[src/rtl/riscv_core_pkg.sv]
// Shared definitions for the RV32 core: RV32 load/store funct3 encodings and LSU state type.
package riscv_core_pkg;

  localparam logic [2:0] LB  = 3'b000;
  localparam logic [2:0] LH  = 3'b001;
  localparam logic [2:0] LW  = 3'b010;
  localparam logic [2:0] LBU = 3'b100;
  localparam logic [2:0] LHU = 3'b101;
  localparam logic [2:0] SB  = 3'b000;
  localparam logic [2:0] SH  = 3'b001;
  localparam logic [2:0] SW  = 3'b010;

  // funct3[1:0] encodes the access width for both loads and stores
  localparam logic [1:0] SIZE_B = 2'b00;
  localparam logic [1:0] SIZE_H = 2'b01;
  localparam logic [1:0] SIZE_W = 2'b10;

  typedef enum logic [1:0] {
    IDLE,
    REQ,
    WAIT,
    DONE
  } lsu_state_t;

endpackage

[src/rtl/riscv_core_lsu_align.sv]
// Combinational data-path of the LSU: store byte-lane steering / enables and load extraction / extension.
module riscv_core_lsu_align
  import riscv_core_pkg::*;
#(
  parameter int XLEN = 32
) (
  input  logic [2:0]      st_funct3,
  input  logic [1:0]      st_offset,
  input  logic [XLEN-1:0] st_data,
  output logic [3:0]      st_be,
  output logic [XLEN-1:0] st_wdata,
  input  logic [2:0]      ld_funct3,
  input  logic [1:0]      ld_offset,
  input  logic [XLEN-1:0] ld_word,
  output logic [XLEN-1:0] ld_data
);

  logic [XLEN-1:0] ld_shifted;

  always_comb begin
    st_be    = 4'b1111;
    st_wdata = st_data;
    case (st_funct3[1:0])
      SIZE_B: begin
        st_be    = 4'b0001 << st_offset;
        st_wdata = {4{st_data[7:0]}};
      end
      SIZE_H: begin
        st_be    = st_offset[1] ? 4'b1100 : 4'b0011;
        st_wdata = {2{st_data[15:0]}};
      end
      default: begin
        st_be    = 4'b1111;
        st_wdata = st_data;
      end
    endcase
  end

  // Bring the addressed byte/half down to bit 0 before extending
  assign ld_shifted = ld_word >> {ld_offset, 3'b000};

  always_comb begin
    ld_data = ld_word;
    case (ld_funct3)
      LB:      ld_data = {{(XLEN-8){ld_shifted[7]}}, ld_shifted[7:0]};
      LH:      ld_data = {{(XLEN-16){ld_shifted[15]}}, ld_shifted[15:0]};
      LBU:     ld_data = {{(XLEN-8){1'b0}}, ld_shifted[7:0]};
      LHU:     ld_data = {{(XLEN-16){1'b0}}, ld_shifted[15:0]};
      default: ld_data = ld_word;
    endcase
  end

endmodule

[src/rtl/riscv_core_lsu.sv]
// Memory-stage load/store unit: single-outstanding req/gnt/rvalid data-memory access with pipeline stall.
module riscv_core_lsu
  import riscv_core_pkg::*;
#(
  parameter int XLEN = 32
) (
  input  logic            i_clk,
  input  logic            i_rst,
  input  logic            i_lsu_valid,
  input  logic            i_lsu_load,
  input  logic            i_lsu_store,
  input  logic [2:0]      i_lsu_funct3,
  input  logic [XLEN-1:0] i_lsu_addr,
  input  logic [XLEN-1:0] i_lsu_wdata,
  output logic            o_lsu_stall,
  output logic            o_lsu_done,
  output logic [XLEN-1:0] o_lsu_rdata,
  output logic            o_lsu_misalign,
  output logic            o_lsu_illegal,
  output logic            o_dmem_req,
  output logic            o_dmem_we,
  output logic [XLEN-1:0] o_dmem_addr,
  output logic [3:0]      o_dmem_be,
  output logic [XLEN-1:0] o_dmem_wdata,
  input  logic            i_dmem_gnt,
  input  logic            i_dmem_rvalid,
  input  logic [XLEN-1:0] i_dmem_rdata
);

  lsu_state_t state, state_next;

  logic [XLEN-1:0] cap_addr;
  logic [XLEN-1:0] cap_wdata;
  logic [2:0]      cap_funct3;
  logic [3:0]      cap_be;
  logic            cap_we;
  logic [XLEN-1:0] rdata_q;

  logic            mem_op;
  logic            misalign;
  logic            illegal;
  logic            start;
  logic [3:0]      steer_be;
  logic [XLEN-1:0] steer_wdata;
  logic [XLEN-1:0] load_data;

  assign mem_op = i_lsu_valid & (i_lsu_load | i_lsu_store);

  always_comb begin
    misalign = 1'b0;
    case (i_lsu_funct3[1:0])
      SIZE_H:  misalign = i_lsu_addr[0];
      SIZE_W:  misalign = |i_lsu_addr[1:0];
      default: misalign = 1'b0;
    endcase
  end

  always_comb begin
    illegal = 1'b0;
    if (i_lsu_load) begin
      illegal = (i_lsu_funct3 == 3'b011) | (i_lsu_funct3 == 3'b110) | (i_lsu_funct3 == 3'b111);
    end else if (i_lsu_store) begin
      illegal = i_lsu_funct3[2] | (i_lsu_funct3[1:0] == 2'b11);
    end
  end

  assign o_lsu_misalign = mem_op & misalign;
  assign o_lsu_illegal  = mem_op & illegal;
  assign start          = mem_op & ~misalign & ~illegal;

  riscv_core_lsu_align #(
    .XLEN(XLEN)
  ) u_align (
    .st_funct3 (i_lsu_funct3),
    .st_offset (i_lsu_addr[1:0]),
    .st_data   (i_lsu_wdata),
    .st_be     (steer_be),
    .st_wdata  (steer_wdata),
    .ld_funct3 (cap_funct3),
    .ld_offset (cap_addr[1:0]),
    .ld_word   (i_dmem_rdata),
    .ld_data   (load_data)
  );

  always_comb begin
    state_next  = state;
    o_lsu_stall = 1'b0;
    o_dmem_req  = 1'b0;
    o_lsu_done  = 1'b0;
    case (state)
      IDLE: begin
        o_lsu_stall = start;
        if (start) state_next = REQ;
      end
      REQ: begin
        o_lsu_stall = 1'b1;
        o_dmem_req  = 1'b1;
        if (i_dmem_gnt) state_next = WAIT;
      end
      WAIT: begin
        o_lsu_stall = 1'b1;
        if (i_dmem_rvalid) state_next = DONE;
      end
      DONE: begin
        o_lsu_done = 1'b1;
        state_next = IDLE;
      end
      default: state_next = IDLE;
    endcase
  end

  always_ff @(posedge i_clk or posedge i_rst) begin
    if (i_rst) begin
      state <= IDLE;
    end else begin
      state <= state_next;
    end
  end

  // Capture registers hold the bus-side fields stable for the whole REQ/WAIT window
  always_ff @(posedge i_clk or posedge i_rst) begin
    if (i_rst) begin
      cap_addr   <= '0;
      cap_wdata  <= '0;
      cap_funct3 <= '0;
      cap_be     <= '0;
      cap_we     <= 1'b0;
    end else if (state == IDLE && start) begin
      cap_addr   <= i_lsu_addr;
      cap_wdata  <= steer_wdata;
      cap_funct3 <= i_lsu_funct3;
      cap_be     <= steer_be;
      cap_we     <= i_lsu_store;
    end
  end

  always_ff @(posedge i_clk or posedge i_rst) begin
    if (i_rst) begin
      rdata_q <= '0;
    end else if (state == WAIT && i_dmem_rvalid && !cap_we) begin
      rdata_q <= load_data;
    end
  end

  assign o_lsu_rdata  = rdata_q;
  assign o_dmem_we    = cap_we;
  assign o_dmem_addr  = {cap_addr[XLEN-1:2], 2'b00};
  assign o_dmem_be    = cap_be;
  assign o_dmem_wdata = cap_wdata;

endmodule

[config.mk]
export PLATFORM = sky130hd
export DESIGN_NAME = riscv_core_lsu
export DESIGN_NICKNAME = d
export VERILOG_FILES = /design/src/rtl/riscv_core_pkg.sv /design/src/rtl/riscv_core_lsu_align.sv /design/src/rtl/riscv_core_lsu.sv
export SDC_FILE = /design/constraint.sdc
export NUM_CORES = 1
export LEC_CHECK = 0
export ABC_AREA = 1
export BUFFER_PORTS_ARGS = -buffer_cell sky130_fd_sc_hd__buf_4
export CAP_MARGIN = 15
export CORE_MARGIN = 1
export CORE_UTILIZATION = 46
export DETAILED_ROUTE_END_ITERATION = 12
export HOLD_SLACK_MARGIN = 0.02
export PLACE_DENSITY = 0.78
export REMOVE_ABC_BUFFERS = 1
export SETUP_SLACK_MARGIN = 0.4
export SYNTH_ARGS = -nofsm -noshare
export SYNTH_HDL_FRONTEND = slang
export SYNTH_HIERARCHICAL = 1
export SYNTH_SLANG_ARGS = --single-unit
[constraint.sdc]
create_clock -name i_clk -period 3.1 [get_ports i_clk]
set_input_delay 0.155 -clock i_clk [delete_from_list [all_inputs] [get_ports i_clk]]
set_output_delay 0.155 -clock i_clk [all_outputs]
set_load 0.005 [all_outputs]
# After elaboration in Yosys (flattened, before gate mapping)
# Cells that the tools add are included.
[word_totals]
regBits = 106
in_bits = 106
output_inout_bits = 106
[op_classes]
eq_ne = 15
shift = 2
mux = 14
bitwise_logic = 11
reduce_logical = 10
[ops]
columns = ["operator", "n"]
rows = [
  ["32-bit case mux with 4 select lines", 1],
  ["32-bit case mux with 2 select lines", 1],
  ["32-bit by 5-bit >> shifter with 16-bit output", 1],
  ["3-bit equality test, second input constant", 4],
  ["2-bit equality test, second input constant", 4],
  ["2-bit case mux with 4 select lines", 1],
  ["4-bit case mux with 2 select lines", 1],
  ["2-bit two-way mux", 3],
  ["2-bit != test, second input constant", 3],
  ["1-bit bitwise AND", 5],
  ["2-bit by 1-bit equality test with 1-bit output, second input constant", 2],
  ["2-bit zero test", 2],
  ["1-bit two-way mux", 4],
  ["4-bit two-way mux", 1],
  ["1-bit bitwise OR", 4],
  ["1-bit case mux with 2 select lines", 2],
  ["2-bit OR reduction", 2],
  ["1-bit by 2-bit left shift with 4-bit output, first input constant", 1],
  ["3-bit by 1-bit equality test with 1-bit output, second input constant", 1],
  ["3-bit by 2-bit equality test with 1-bit output, second input constant", 1],
  ["1-bit logical AND", 3],
  ["3-bit zero test", 1],
  ["3-bit AND reduction", 1],
  ["1-bit NOT", 2],
  ["1-bit zero test", 1],
]

# Depth between registers and ports, before layout
[logic_depth]
word_depth = 8
mapped_depth = 11
depth_no_buf = 10

# Hierarchy
# Netlist, hierarchy kept.
[modules_own_cells]
columns = ["module", "n_inst", "cells_each", "area_each_um2", "seq_area_each_um2"]
rows = [
  ["riscv_core_lsu", 1, 449, 4565.6, 2652.5],
  ["riscv_core_lsu_align", 1, 302, 1427.6, 0.0],
]

# Worst setup path after synthesis
# Ideal clock, no wire load.
[synth_timing]
kind = "register -> register"
start = "reg cap_addr[1]"
end = "reg rdata_q[16] (netlist: o_lsu_rdata[16])"
setup_time_ns = 0.125
t_arrival_ns = 1.428
t_required_ns = 2.975
setup_slack_ns = 1.547
path_stages_with_launch = 11
n_path_buf = 3
path_cell_list = "dfrtp_1 buf_6 inv_4 buf_6 nand3_4 nand3_4 nand2_4 inv_4 buf_12 nand2_2 mux2_2"
[synth_via]
elab_chain_len = 2
[synth_lines]
columns = ["element", "line_no", "rtl"]
rows = [
  ["start, declared", "riscv_core_lsu.sv:32", "logic [XLEN-1:0] cap_addr;"],
  ["start signal, assigned", "riscv_core_lsu.sv:129", "cap_addr <= i_lsu_addr;"],
  ["32-bit by 5-bit >> shifter with 16-bit output", "riscv_core_lsu_align.sv:40", "assign ld_shifted = ld_word >> {ld_offset, 3'b000};"],
  ["32-bit case mux with 4 select lines", "riscv_core_lsu_align.sv:44", "case (ld_funct3)"],
  ["named net load_data[16]", "riscv_core_lsu.sv:45", "logic [XLEN-1:0] load_data;"],
  ["end signal, assigned", "riscv_core_lsu.sv:141", "rdata_q <= load_data;"],
  ["end, declared", "riscv_core_lsu.sv:37", "logic [XLEN-1:0] rdata_q;"],
]
# The timed path passes the listed nets, and every way through them passes these cells.
# A chain may end at the register's enable or synchronous reset.

# Worst setup path in the final report
[layout_timing]
start = "reg cap_addr[1]"
end = "reg rdata_q[31] (netlist: o_lsu_rdata[31])"
# The elaborated chain is that of the path after synthesis.

==> results.toml <==
[outcome]
outcome = "completed"

[global_route]
grt_remaining_overflow = 0
initial_antenna_violation_count = 0
gr-usage-all-layers_pct = 21.83
grt_pass1_vias = 4803
grt_first_pass_wirelength_um = 22980
grt_max_degree = 109

[final_layout]
seq_area_um2 = 2653
syn2layout_area_growth_pct = 27.20
final.fill_count = 1152
diodes = 0
final_net_count = 1020
post-route-cell-area_um2 = 7624
post_route_cells_drive_above_1_share_pct = 32.20
multiInputGateArea_um2 = 2379

[synth]
synth_largest_type_area_fraction_pct = 44.26
synth_cell_type_count = 32
synthTopCellsByArea = "dfrtp_1, nand2_1, inv_1, mux2_2, buf_4"
synth.avg_cell_area_um2 = 7.980
synthesis.area_um2 = 5993
ys_dominant_reg_cell = "dfrtp_1"
yosys_warnings = 6
postSynthCellCount = 751
ys_ff_latch = 106
cell_taking_the_most_area_after_synthesis = "dfrtp_1"
ffs_w_async_s_r_synth_pct = 100.0
synth-edff-count = 0
seq_area_frac_synth_pct = 44.26

[cts]
clk_pin_slew_ns = 0.07
cts_tree = "done"
clkLatencyLatePin_ns = 0.34
cts.htree.levels = 3
tritoncts.num_buffers = 9
clk_sink_count = 106
cts-root-to-sink-buffers = 2
cts_root_buffer = "clkbuf_16"

[detailed_routing]
routedWlPerCell_um = 13.25
detail_route.wirelength_um = 14340
drtAntennaViolNets = 0
vias = 5189
route.detailed.vias_per_inst = 4.796
detail_route.first_pass.iterations = 5
detail_route.iter0.violations = 280
route.detailed.drc = 0

[die]
die_height_um = 116.1
start_util_pct = 47.30
std_cell_rows = 41
die_width_um = 116.1
floorplan.core_area_um2 = 12670
pin_count = 212
dieArea_um2 = 13490

[timing]
maxSlewViolCount = 0
tightest_slew_ns = 0.8457
timing.slew.headroom_pct = 43.41
grt_setup_unrepaired = "no"
final-hold-violation-count = 0
finalSetupTns_ns = 0
fin_crit_ns = 1.778
hold_ws_ns = 0.05157
clock_skew_ns = 0.004817
setup_viol = 0
achievable-frequency_ghz = 0.5625
period_share_pct = 57.35
pnr_worst_setup_slack_ns = 1.322

[place]
worst_setup_slack_post_dpl_ns = 1.331
final_gp_congestion = 0.8225
portBuffers = 209
post_dp_area_um2 = 7323
place_hpwl_um = 10520

[worst_hold_path]
holdCritStartpoint = "i_lsu_addr[7]"
holdCritPathClass = "input port to flop"

[worst_setup_path]
launching_point_of_the_worst_reg2reg_path = "cap_addr[1]"
crit_path_end_kind = "flop"
timing_worst_setup_path_type = "flop to flop"
cp_max_fo = 16
timing.critical_path.from = "cap_addr[1]"
critical_path.reg2reg.endpoint = "o_lsu_rdata[31]"
crit_path_end = "o_lsu_rdata[31]"
number_of_cells_on_the_worst_reg_to_reg_path = 10
cp_data_required_time_ns = 3.33
worst-r2r-setup-slack_ns = 1.32
critical_path.startpoint_type = "flop"
timing.critical_path.arrival_ns = 2.00

[power]
max_rail_drop_vdd_uv = 420.0
pwr_dens_nw_per_um2 = 905.4
p_leak_nw = 4.273
total_power_mw = 6.902

[flow_run]
maxCapViolations = 0
## registers in the layout, indices dropped and copies added (netlist names)
register / count
o_lsu_rdata: 32
o_dmem_we: 1
cap_addr: 32
cap_funct3: 3
o_dmem_wdata: 32
o_dmem_be: 4
state: 2
## layer usage
| metal | vias to the layer above | wire length [um] | track usage [%] |
|---|---|---|---|
| li1 | 2599 | - | - |
| met3 | 14 | 1201 | 5.138 |
| met4 | 0 | 165 | 6.838 |
| met1 | 2373 | 6280 | 28.29 |
| met5 | - | 0 | 0 |
| met2 | 203 | 6691 | 36.23 |
## worst max-delay path: stages (launching register included)
cell and delay (ns):
dfrtp_1 0.40, buf_4 0.20, inv_4 0.15, nor2_4 0.08, nand2_2 0.07, nand2_1 0.07
nand2_2 0.09, nand2_4 0.05, inv_4 0.20, nand2_1 0.08, mux2_2 0.26
## kinds of logic after synthesis
| kind of cell | count (synthesis) | synth area share (%) |
|---|---|---|
| mux | 32 | 6.013 |
| flops | 106 | 44.26 |
| buf+inv | 187 | 16.12 |
| compound gates | 113 | 10.06 |
| simple gates | 303 | 21.61 |
| other cells | 1 | 0.06257 |
| fa+ha+maj | 9 | 1.879 |
## timing repair
| item | in CTS | in global routing |
|---|---|---|
| setup buffers | 0 | 0 |
| hold endpoints to repair | 54 | 0 |
| hold buffers | 1 | 0 |
| resized for setup | 0 | 0 |
| endpoints found under the setup margin | 0 | 0 |
## cells in the final DEF, fill, tap and decap left out, drive strengths merged, types with 2 or more instances in the layout
cell type / netlist / layout
a21oi: 8 / 8
buf: 62 / 216
clkbuf: 13 / 12
conb: 1 / 2
dfrtp: 106 / 106
ha: 9 / 9
inv: 112 / 114
mux2: 32 / 32
nand2: 243 / 243
nand3: 21 / 21
nand4: 9 / 9
nor2: 28 / 28
o211ai: 10 / 10
o21ai: 94 / 94
## how the worst min path moves through the flow
stage                           end  slack [ns]  depth (start not counted)
CTS                     cap_addr[7]        0.04                          3
detailed placement  o_lsu_rdata[28]        0.32                          2
finish                  cap_addr[7]        0.05                          3
floorplan              cap_addr[10]        0.29                          2
global placement    o_lsu_rdata[20]        0.31                          2
global route           cap_addr[29]        0.06                          3
## power breakdown
| group | switching (mW) | internal [mW] | total (mW) |
|---|---|---|---|
| logic | 1.62 | 1.68 | 3.30 |
| registers | 0.431 | 2.06 | 2.49 |
| clock network | 0.517 | 0.597 | 1.11 |
## cell usage after synthesis (2+ instances only)
master,instances
a21oi_1,7
buf_2,11
nor2_1,26
ha_1,9
nand4_1,8
mux2_2,32
nand3_1,18
buf_6,10
inv_4,3
o211ai_1,10
clkbuf_1,12
nand2_2,13
buf_4,40
o21ai_2,2
o21ai_1,49
nor2_4,2
inv_1,108
nand3_4,2
nand2_1,229
dfrtp_1,106
o21ai_0,43
## metrics by stage
step / instances / util [%]
final: 1082 / 60.17
after global routing: 1082 / 60.17
after CTS: 1082 / 60.17
after detailed placement: 1065 / 57.80
after global placement: 1065 / 57.80
after floorplan: 677 / -
## final cells by class
class	count	area share [%]
Sequential cell	106	34.79
Multi-Input combinational cell	459	31.20
Timing Repair Buffer	217	21.73
Inverter	112	5.646
Clock buffer	12	3.365
Tap cell	172	2.823
Clock inverter	4	0.4431
Note: power is estimated with default switching activity, not from simulation.
